### config.mk
export PLATFORM = sky130hd
export DESIGN_NAME = aes_round_sequencer_visc_flat
export DESIGN_NICKNAME = d
export VERILOG_FILES = /design/src/rtl/aes_round_sequencer_visc_if.sv /design/src/rtl/aes_round_sequencer_visc.sv /design/src/flat_wrapper.sv
export SDC_FILE = /design/constraint.sdc
export NUM_CORES = 1
export LEC_CHECK = 0
export CORE_AREA = 5 5 301 303
export DETAILED_ROUTE_END_ITERATION = 6
export DIE_AREA = 0 0 306 308
export GPL_TIMING_DRIVEN = 0
export PLACE_DENSITY_LB_ADDON = 0.15
export SYNTH_ARGS = -nofsm -noshare
export SYNTH_HDL_FRONTEND = slang
export SYNTH_SLANG_ARGS = --single-unit
### constraint.sdc
create_clock -name clk -period 3.8 [get_ports clk]
set_input_delay 0.76 -clock clk [delete_from_list [all_inputs] [get_ports clk]]
set_output_delay 0.76 -clock clk [all_outputs]
set_load 0.01 [all_outputs]
### src/rtl/aes_round_sequencer_visc_if.sv
// Bundle of every non-clock signal of the AES round sequencer.
//   in_*        : plaintext stream from the accelerator FIFO (valid/ready)
//   out_*       : ciphertext stream to the consumer (valid/ready)
//   rk_idx/data : round-key lookup, rk_data combinational on rk_idx
//   rnd_*       : shared round datapath (state/key out, selected result in)
//   busy        : block in flight
//   round_cnt   : current round number, 0 when idle
// master = the sequencer; slave = its environment (FIFOs, key store, datapath).
interface aes_round_sequencer_visc_if;
   logic         in_valid;
   logic         in_ready;
   logic [127:0] in_data;
   logic         out_valid;
   logic         out_ready;
   logic [127:0] out_data;
   logic [3:0]   rk_idx;
   logic [127:0] rk_data;
   logic [127:0] rnd_data;
   logic [127:0] rnd_key;
   logic         rnd_last;
   logic [127:0] rnd_result;
   logic         busy;
   logic [3:0]   round_cnt;

   modport master (
      input  in_valid, in_data, out_ready, rk_data, rnd_result,
      output in_ready, out_valid, out_data, rk_idx, rnd_data, rnd_key, rnd_last,
             busy, round_cnt
   );

   modport slave (
      output in_valid, in_data, out_ready, rk_data, rnd_result,
      input  in_ready, out_valid, out_data, rk_idx, rnd_data, rnd_key, rnd_last,
             busy, round_cnt
   );
endinterface

### src/rtl/aes_round_sequencer_visc.sv
// Iterative AES-128 encryption controller. Accepts one plaintext block, performs
// the initial AddRoundKey, then drives the shared round datapath once per round,
// waiting RoundLat cycles for each result and flagging the final round so the
// datapath selects its no-MixColumns path.
// Ports:
//   clk   : clock, all state on the rising edge
//   rst_n : asynchronous active-low reset
//   bus   : master side of aes_round_sequencer_visc_if (streams, key store,
//           round datapath, status)
module aes_round_sequencer_visc #(
   parameter int unsigned NumRounds = 10,
   parameter int unsigned RoundLat  = 2
) (
   input logic                               clk,
   input logic                               rst_n,
   aes_round_sequencer_visc_if.master        bus
);

   localparam int unsigned CntW      = (RoundLat > 1) ? $clog2(RoundLat + 1) : 1;
   localparam logic [3:0]  LastRound = 4'(NumRounds);

   typedef enum logic [1:0] {StIdle, StIssue, StWait, StDone} state_e;

   state_e              state_q, state_d;
   logic [127:0]        blk_q, blk_d;
   logic [127:0]        rnd_data_q, rnd_data_d;
   logic [127:0]        rnd_key_q, rnd_key_d;
   logic                rnd_last_q, rnd_last_d;
   logic [CntW-1:0]     cnt_q, cnt_d;
   logic [3:0]          round_q, round_d;
   logic                out_valid_q, out_valid_d;
   logic [127:0]        out_data_q, out_data_d;

   always_ff @(posedge clk or negedge rst_n) begin
      if (!rst_n) begin
         state_q     <= StIdle;
         blk_q       <= '0;
         rnd_data_q  <= '0;
         rnd_key_q   <= '0;
         rnd_last_q  <= 1'b0;
         cnt_q       <= '0;
         round_q     <= '0;
         out_valid_q <= 1'b0;
         out_data_q  <= '0;
      end else begin
         state_q     <= state_d;
         blk_q       <= blk_d;
         rnd_data_q  <= rnd_data_d;
         rnd_key_q   <= rnd_key_d;
         rnd_last_q  <= rnd_last_d;
         cnt_q       <= cnt_d;
         round_q     <= round_d;
         out_valid_q <= out_valid_d;
         out_data_q  <= out_data_d;
      end
   end

   always_comb begin
      state_d     = state_q;
      blk_d       = blk_q;
      rnd_data_d  = rnd_data_q;
      rnd_key_d   = rnd_key_q;
      rnd_last_d  = rnd_last_q;
      cnt_d       = cnt_q;
      round_d     = round_q;
      out_valid_d = out_valid_q;
      out_data_d  = out_data_q;

      unique case (state_q)
         StIdle: begin
            // in_ready is high throughout idle, so valid alone completes the handshake
            if (bus.in_valid) begin
               blk_d   = bus.in_data ^ bus.rk_data;
               round_d = 4'd1;
               state_d = StIssue;
            end
         end
         StIssue: begin
            rnd_data_d = blk_q;
            rnd_key_d  = bus.rk_data;
            rnd_last_d = (round_q == LastRound);
            cnt_d      = CntW'(RoundLat);
            state_d    = StWait;
         end
         StWait: begin
            // rnd_* stay frozen here: the last-round key add is combinational on rnd_key
            if (cnt_q == CntW'(1)) begin
               blk_d = bus.rnd_result;
               if (round_q == LastRound) begin
                  out_data_d  = bus.rnd_result;
                  out_valid_d = 1'b1;
                  rnd_last_d  = 1'b0;
                  state_d     = StDone;
               end else begin
                  round_d = round_q + 4'd1;
                  state_d = StIssue;
               end
            end else begin
               cnt_d = cnt_q - CntW'(1);
            end
         end
         StDone: begin
            if (bus.out_ready) begin
               out_valid_d = 1'b0;
               round_d     = '0;
               state_d     = StIdle;
            end
         end
         default: state_d = StIdle;
      endcase
   end

   assign bus.in_ready  = (state_q == StIdle);
   assign bus.busy      = (state_q != StIdle);
   assign bus.rk_idx    = (state_q == StIdle) ? 4'd0 : round_q;
   assign bus.round_cnt = round_q;
   assign bus.rnd_data  = rnd_data_q;
   assign bus.rnd_key   = rnd_key_q;
   assign bus.rnd_last  = rnd_last_q;
   assign bus.out_valid = out_valid_q;
   assign bus.out_data  = out_data_q;

endmodule

### src/flat_wrapper.sv
// flat-port wrapper written by rule: the top's interface ports become plain ports
module aes_round_sequencer_visc_flat 
#(
   parameter int unsigned NumRounds = 10,
   parameter int unsigned RoundLat  = 2
)
  (clk, rst_n, bus_in_valid, bus_in_data, bus_out_ready, bus_rk_data, bus_rnd_result, bus_in_ready, bus_out_valid, bus_out_data, bus_rk_idx, bus_rnd_data, bus_rnd_key, bus_rnd_last, bus_busy, bus_round_cnt);
  aes_round_sequencer_visc_if bus_i ();
  input logic clk;
  input logic rst_n;
  input wire logic [$bits(bus_i.in_valid)-1:0] bus_in_valid;
  input wire logic [$bits(bus_i.in_data)-1:0] bus_in_data;
  input wire logic [$bits(bus_i.out_ready)-1:0] bus_out_ready;
  input wire logic [$bits(bus_i.rk_data)-1:0] bus_rk_data;
  input wire logic [$bits(bus_i.rnd_result)-1:0] bus_rnd_result;
  output wire logic [$bits(bus_i.in_ready)-1:0] bus_in_ready;
  output wire logic [$bits(bus_i.out_valid)-1:0] bus_out_valid;
  output wire logic [$bits(bus_i.out_data)-1:0] bus_out_data;
  output wire logic [$bits(bus_i.rk_idx)-1:0] bus_rk_idx;
  output wire logic [$bits(bus_i.rnd_data)-1:0] bus_rnd_data;
  output wire logic [$bits(bus_i.rnd_key)-1:0] bus_rnd_key;
  output wire logic [$bits(bus_i.rnd_last)-1:0] bus_rnd_last;
  output wire logic [$bits(bus_i.busy)-1:0] bus_busy;
  output wire logic [$bits(bus_i.round_cnt)-1:0] bus_round_cnt;
  assign bus_i.in_valid = bus_in_valid;
  assign bus_i.in_data = bus_in_data;
  assign bus_i.out_ready = bus_out_ready;
  assign bus_i.rk_data = bus_rk_data;
  assign bus_i.rnd_result = bus_rnd_result;
  assign bus_in_ready = bus_i.in_ready;
  assign bus_out_valid = bus_i.out_valid;
  assign bus_out_data = bus_i.out_data;
  assign bus_rk_idx = bus_i.rk_idx;
  assign bus_rnd_data = bus_i.rnd_data;
  assign bus_rnd_key = bus_i.rnd_key;
  assign bus_rnd_last = bus_i.rnd_last;
  assign bus_busy = bus_i.busy;
  assign bus_round_cnt = bus_i.round_cnt;
  aes_round_sequencer_visc #(.NumRounds(NumRounds), .RoundLat(RoundLat)) u_core (.clk(clk), .rst_n(rst_n), .bus(bus_i));
endmodule
Yosys cells after proc, flatten, opt, wreduce, memory -nomap -nowiden
Index checks and enable logic that the tools add are counted.
{ "word_totals": {"regBits": 522, "in_bits": 388, "output_inout_bits": 396, "wordCells": 59} }
{ "classes": {"n_addsub": 2, "n_eq_ne": 11, "muxes": 23, "bitwise_logic": 1, "reduce_logical": 13} }
{ "op_table": {"columns": ["operator", "count"], "rows": [
  ["$mux W128", 2],
  ["$pmux W128 S2", 1],
  ["$xor A128 B128 Y128", 1],
  ["$mux W4", 5],
  ["$pmux W4 S3", 1],
  ["$reduce_and A3 Y1", 4],
  ["$mux W2", 5],
  ["$ne A2 B2 Y1 const B", 4],
  ["$pmux W2 S4", 1],
  ["$reduce_bool A2 Y1", 4],
  ["$mux W1", 5],
  ["$reduce_and A5 Y1", 1],
  ["$add A4 B1 Y4 const B", 1],
  ["$eq A2 B1 Y1 const B", 2],
  ["$eq A2 B2 Y1 const B", 2],
  ["$eq A4 B4 Y1 const B", 1],
  ["$ne A2 B1 Y1 const B", 2],
  ["$pmux W1 S2", 2],
  ["$pmux W2 S2", 1],
  ["$reduce_and A4 Y1", 1],
  ["$reduce_bool A3 Y1", 1],
  ["$logic_not A2 Y1", 1],
  ["$reduce_and A2 Y1", 1],
  ["$sub A2 B1 Y2 const B", 1]
]} }

Longest topological paths before layout
{ "logic_depth": {"ltp_word": 4, "mapped_depth": 8, "mapped_depth_nobuf": 5} }

Worst setup path before layout
Ideal clock, no wire load.
{ "synth_timing": {"path_kind": "register -> register", "startpoint": "register u_core.round_q[0] (netlist: u_core.bus.round_cnt[0])", "endpoint": "register u_core.out_data_q[100] (netlist: u_core.bus.out_data[100])", "setup_ps": 125, "t_arrival_ps": 1792, "required_ps": 3675, "setup_slack_ps": 1883, "stages_incl_launch_ff": 8, "n_path_buf": 2, "synth_period_minus_slack_ps": 1917, "cell_sequence": "dfrtp_1 > inv_1 > ha_1 > nand3b_1 > nor3_2 > buf_2 > buf_4 > mux2_2"} }
{ "synth_via": {"elab_chain_len": 2} }
{ "synth_rtl": {"columns": ["element", "line", "rtl"], "rows": [
  ["from (decl)", "aes_round_sequencer_visc.sv:30", "logic [3:0] round_q, round_d;"],
  ["from (signal assigned)", "aes_round_sequencer_visc.sv:52", "round_q <= round_d;"],
  ["$eq A4 B4 Y1", "aes_round_sequencer_visc.sv:89", "if (round_q == LastRound) begin"],
  ["$reduce_and A3 Y1 (no line)", null, null],
  ["to (signal assigned)", "aes_round_sequencer_visc.sv:54", "out_data_q <= out_data_d;"],
  ["to (decl)", "aes_round_sequencer_visc.sv:32", "logic [127:0] out_data_q, out_data_d;"]
]} }
No other way between the ends.
A chain may end at the register's enable or synchronous reset.

Worst setup path in the final report
{ "layout_timing": {"startpoint": "register u_core.state_q[1]", "endpoint": "output port bus_rk_idx[2]"} }
{ "layout_via": {"elab_chain_len": 2} }
{ "layout_rtl": {"columns": ["element", "line", "rtl"], "rows": [
  ["from (decl)", "aes_round_sequencer_visc.sv:24", "state_e state_q, state_d;"],
  ["from (signal assigned)", "aes_round_sequencer_visc.sv:36", "state_q <= StIdle;"],
  ["from (signal assigned)", "aes_round_sequencer_visc.sv:46", "state_q <= state_d;"],
  ["$logic_not A2 Y1", "aes_round_sequencer_visc.sv:115", "assign bus.rk_idx = (state_q == StIdle) ? 4'd0 : round_q;"],
  ["$mux W4", "aes_round_sequencer_visc.sv:115", null],
  ["to (decl)", "flat_wrapper.sv:19", "output wire logic [$bits(bus_i.rk_idx)-1:0] bus_rk_idx;"]
]} }
No other way between the ends.

==> reports/results.ini <==
[status]
status = finished clean

[drt]
drtIter0Drc = 396
wl_met2_mm = 42.1
drt-total-wl_mm = 80.8
met1_length_mm = 30.0
dr.pass1.iters = 4
topRoutingLayerUsed = met4
avgRoutedWirePerCell_um = 23.1
via_per_inst = 4.25
via_count = 14900
ant_nets = 0
drc = 0
dr_wl_met3_mm = 6.25

[clock_network]
clock-sinks = 522
hold_buffers = 0
cts_max_level = 3
cts_max_path_buffers = 3
postCtsSetupBuffers = 0
cts_buffers = 66
cts.repair.resized = 0
root_buffer = clkbuf_16
cts_tree = done
clk_latency_ns = 0.60
path_clk_slew_ns = 0.06

[grt]
grt_pass1_vias = 17100
grt_pass1_wl_mm = 117
track_usage = 0.166
antenna_found_initial = 9
grt.overflow.total = 0
grt_max_degree = 114

[synth]
syn-instance-count = 1425
synthFlopType = dfrtp_1
synth_cell_type_count = 36
synth_nets = 1816
yosys.area.top_type = dfrtp_1
syn_area_um2 = 22700
synth_area_per_cell_um2 = 15.9
async_flop_share = 1.00
seq_area_frac_synth = 0.577
yosysWarnings = 0
synth_top_area_share = 0.577
synth_seq_cells = 522
synth_edf_count = 0
synth_area_leaders = dfrtp_1 58%, mux2_2 27%, mux2_4 6.5%

[layout]
nNetsFinal = 2672
postLayoutCoreUtil = 0.391
syn2layout_area_growth_pct = 51.5
final_cell_mix = 782 x clkdlybuf4s50_1, 542 x mux2_2, 522 x dfrtp_1, 128 x xor2_1, 98 x mux2_4
drive_above_1_share = 0.354
final_common_cell = clkdlybuf4s50_1

[placement]
io_buffer_count = 783
dp_hpwl_mm = 62.5
gp_congestion = 0.865

[worst_setup_path]
crit_family = buffers and inverters
crit_buf_inv = 2
cp-start-kind = flip-flop
slowest_stage = clkdlybuf4s50_1
worstPathRequired_ns = 3.04
worst_setup_path_end_kind = output port
slowest_delay_ns = 0.59
crit_start = u_core.state_q[1]
crit_chain = clkbuf_1 > nor2_1 > nor2b_1 > clkdlybuf4s50_1
reg2reg_from = u_core.bus.round_cnt[1]
cp.arrival_ns = 2.59
critPathMaxFanout = 10
critical_path_class = reg2out

[timing]
post-route-min-period_ns = 3.35
slew_viol_final = 0
hold_violations = 0
worst-slew-pin-transition_ns = 0.667
final.setup.tns_ns = 0
grt_setup_unrepaired = false
setup_violations = 0
post-route-period-util = 0.881
fmaxAchievable_mhz = 299
relSlewSlack = 0.556
skew_ns = 0.0198

[power_and_ir_drop]
swShare = 0.313
pwr-share-clk = 0.244
pwr-share-seq = 0.339
p_switching_w = 0.00820
p_per_area_nw_per_um2 = 764
irDropWorstVdd_v = 0.000384
combPwrFrac = 0.417
p_leak_nw = 14.8
internal-power_w = 0.0180
power_w = 0.0262

[floorplan]
start_util = 0.258
io_pins = 784
design.die.area_um2 = 94200
fp-row-count = 109
die_w_um = 306
die_h_um = 308
core_um2 = 87700

[job]
drv_cap = 0

[worst_hold_path]
holdCritPathClass = in2async

==> per-stage QoR <==
stage / cell area, um^2 / std cells / hold slack, ns / setup WS (ns)
after floorplan: 22700 / 1425 / 0.464 / 1.88
after global placement: 31900 / 3373 / 0.483 / -22.60
after detailed placement: 32100 / 3378 / 0.487 / 0.913
after CTS: 34300 / 3494 / 0.00938 / 0.409
after global routing: 34300 / 3498 / 0.0382 / 0.394
final: 34300 / 3499 / 0.0544 / 0.452
==> flip-flops by register name (all words and copies together), names as in the netlist <==
signal,flops
u_core.blk_q,128
u_core.bus.rnd_data,128
u_core.state_q,2
u_core.bus.rnd_last,1
u_core.bus.out_data,128
u_core.bus.out_valid,1
u_core.bus.rnd_key,128
u_core.bus.round_cnt,4
u_core.cnt_q,2
==> cell families after synthesis <==
kind of cell,count (synthesis),share of synthesized area
fa+ha+maj,3,0.00166
mux,643,0.336
buf+inv,82,0.0236
compound gates,20,0.00597
simple gates,27,0.00696
xor+xnor,128,0.0495
flops,522,0.577
==> per-layer routing <==
layer,GRT usage,up-vias
met2,0.300,517
met4,0.0580,0
li1,-,6754
met3,0.0521,109
met5,0,-
met1,0.184,7489
==> cells in the mapped netlist (2+ instances only) <==
| library cell | n |
|---|---|
| a21oi_1 | 5 |
| a31oi_1 | 2 |
| buf_2 | 38 |
| buf_4 | 22 |
| buf_6 | 13 |
| clkbuf_1 | 3 |
| dfrtp_1 | 522 |
| ha_1 | 3 |
| inv_1 | 6 |
| mux2_2 | 542 |
| mux2_4 | 98 |
| mux2i_1 | 3 |
| nand2_1 | 5 |
| nand3_1 | 2 |
| nand3b_1 | 2 |
| nor2_1 | 6 |
| nor2b_1 | 4 |
| o21ai_0 | 2 |
| o22ai_1 | 2 |
| o311ai_0 | 2 |
| xor2_1 | 128 |
==> power groups by stage <==
stage / combinational (W) / sequential (W) / clock [W]
after floorplan: 0.00504 / 0.00946 / 0
after global placement: 0.0111 / 0.00898 / 0
after detailed placement: 0.0112 / 0.00900 / 0
after CTS: 0.0112 / 0.00892 / 0.00666
after global routing: 0.0117 / 0.00918 / 0.00687
final: 0.0109 / 0.00890 / 0.00640
==> path summary, 6_finish.rpt <==
path                                           endpoint  slack, ns  cells after the start
worst max-delay path                      bus_rk_idx[2]       0.45                      4
min in group clk                u_core.bus.rnd_data[51]       0.49                      1
worst min register to register  u_core.bus.rnd_data[51]       0.49                      1
worst min-delay path            u_core.bus.out_data[36]       0.05                      1
worst max register to register  u_core.bus.out_data[59]       1.18                      6
max in group asynchronous             u_core.blk_q[106]       2.24                      3
==> cell type report <==
class	instances	area (um^2)
Sequential cell	522	13100
Timing Repair Buffer	788	7980
Fill cell	8335	53400
Inverter	6	22.5
Antenna cell	5	12.5
Clock buffer	98	1960
Clock inverter	18	246
Tap cell	1165	1460
Buffer	76	513
Multi-Input combinational cell	821	9060
(Power assumes the default switching activity.)
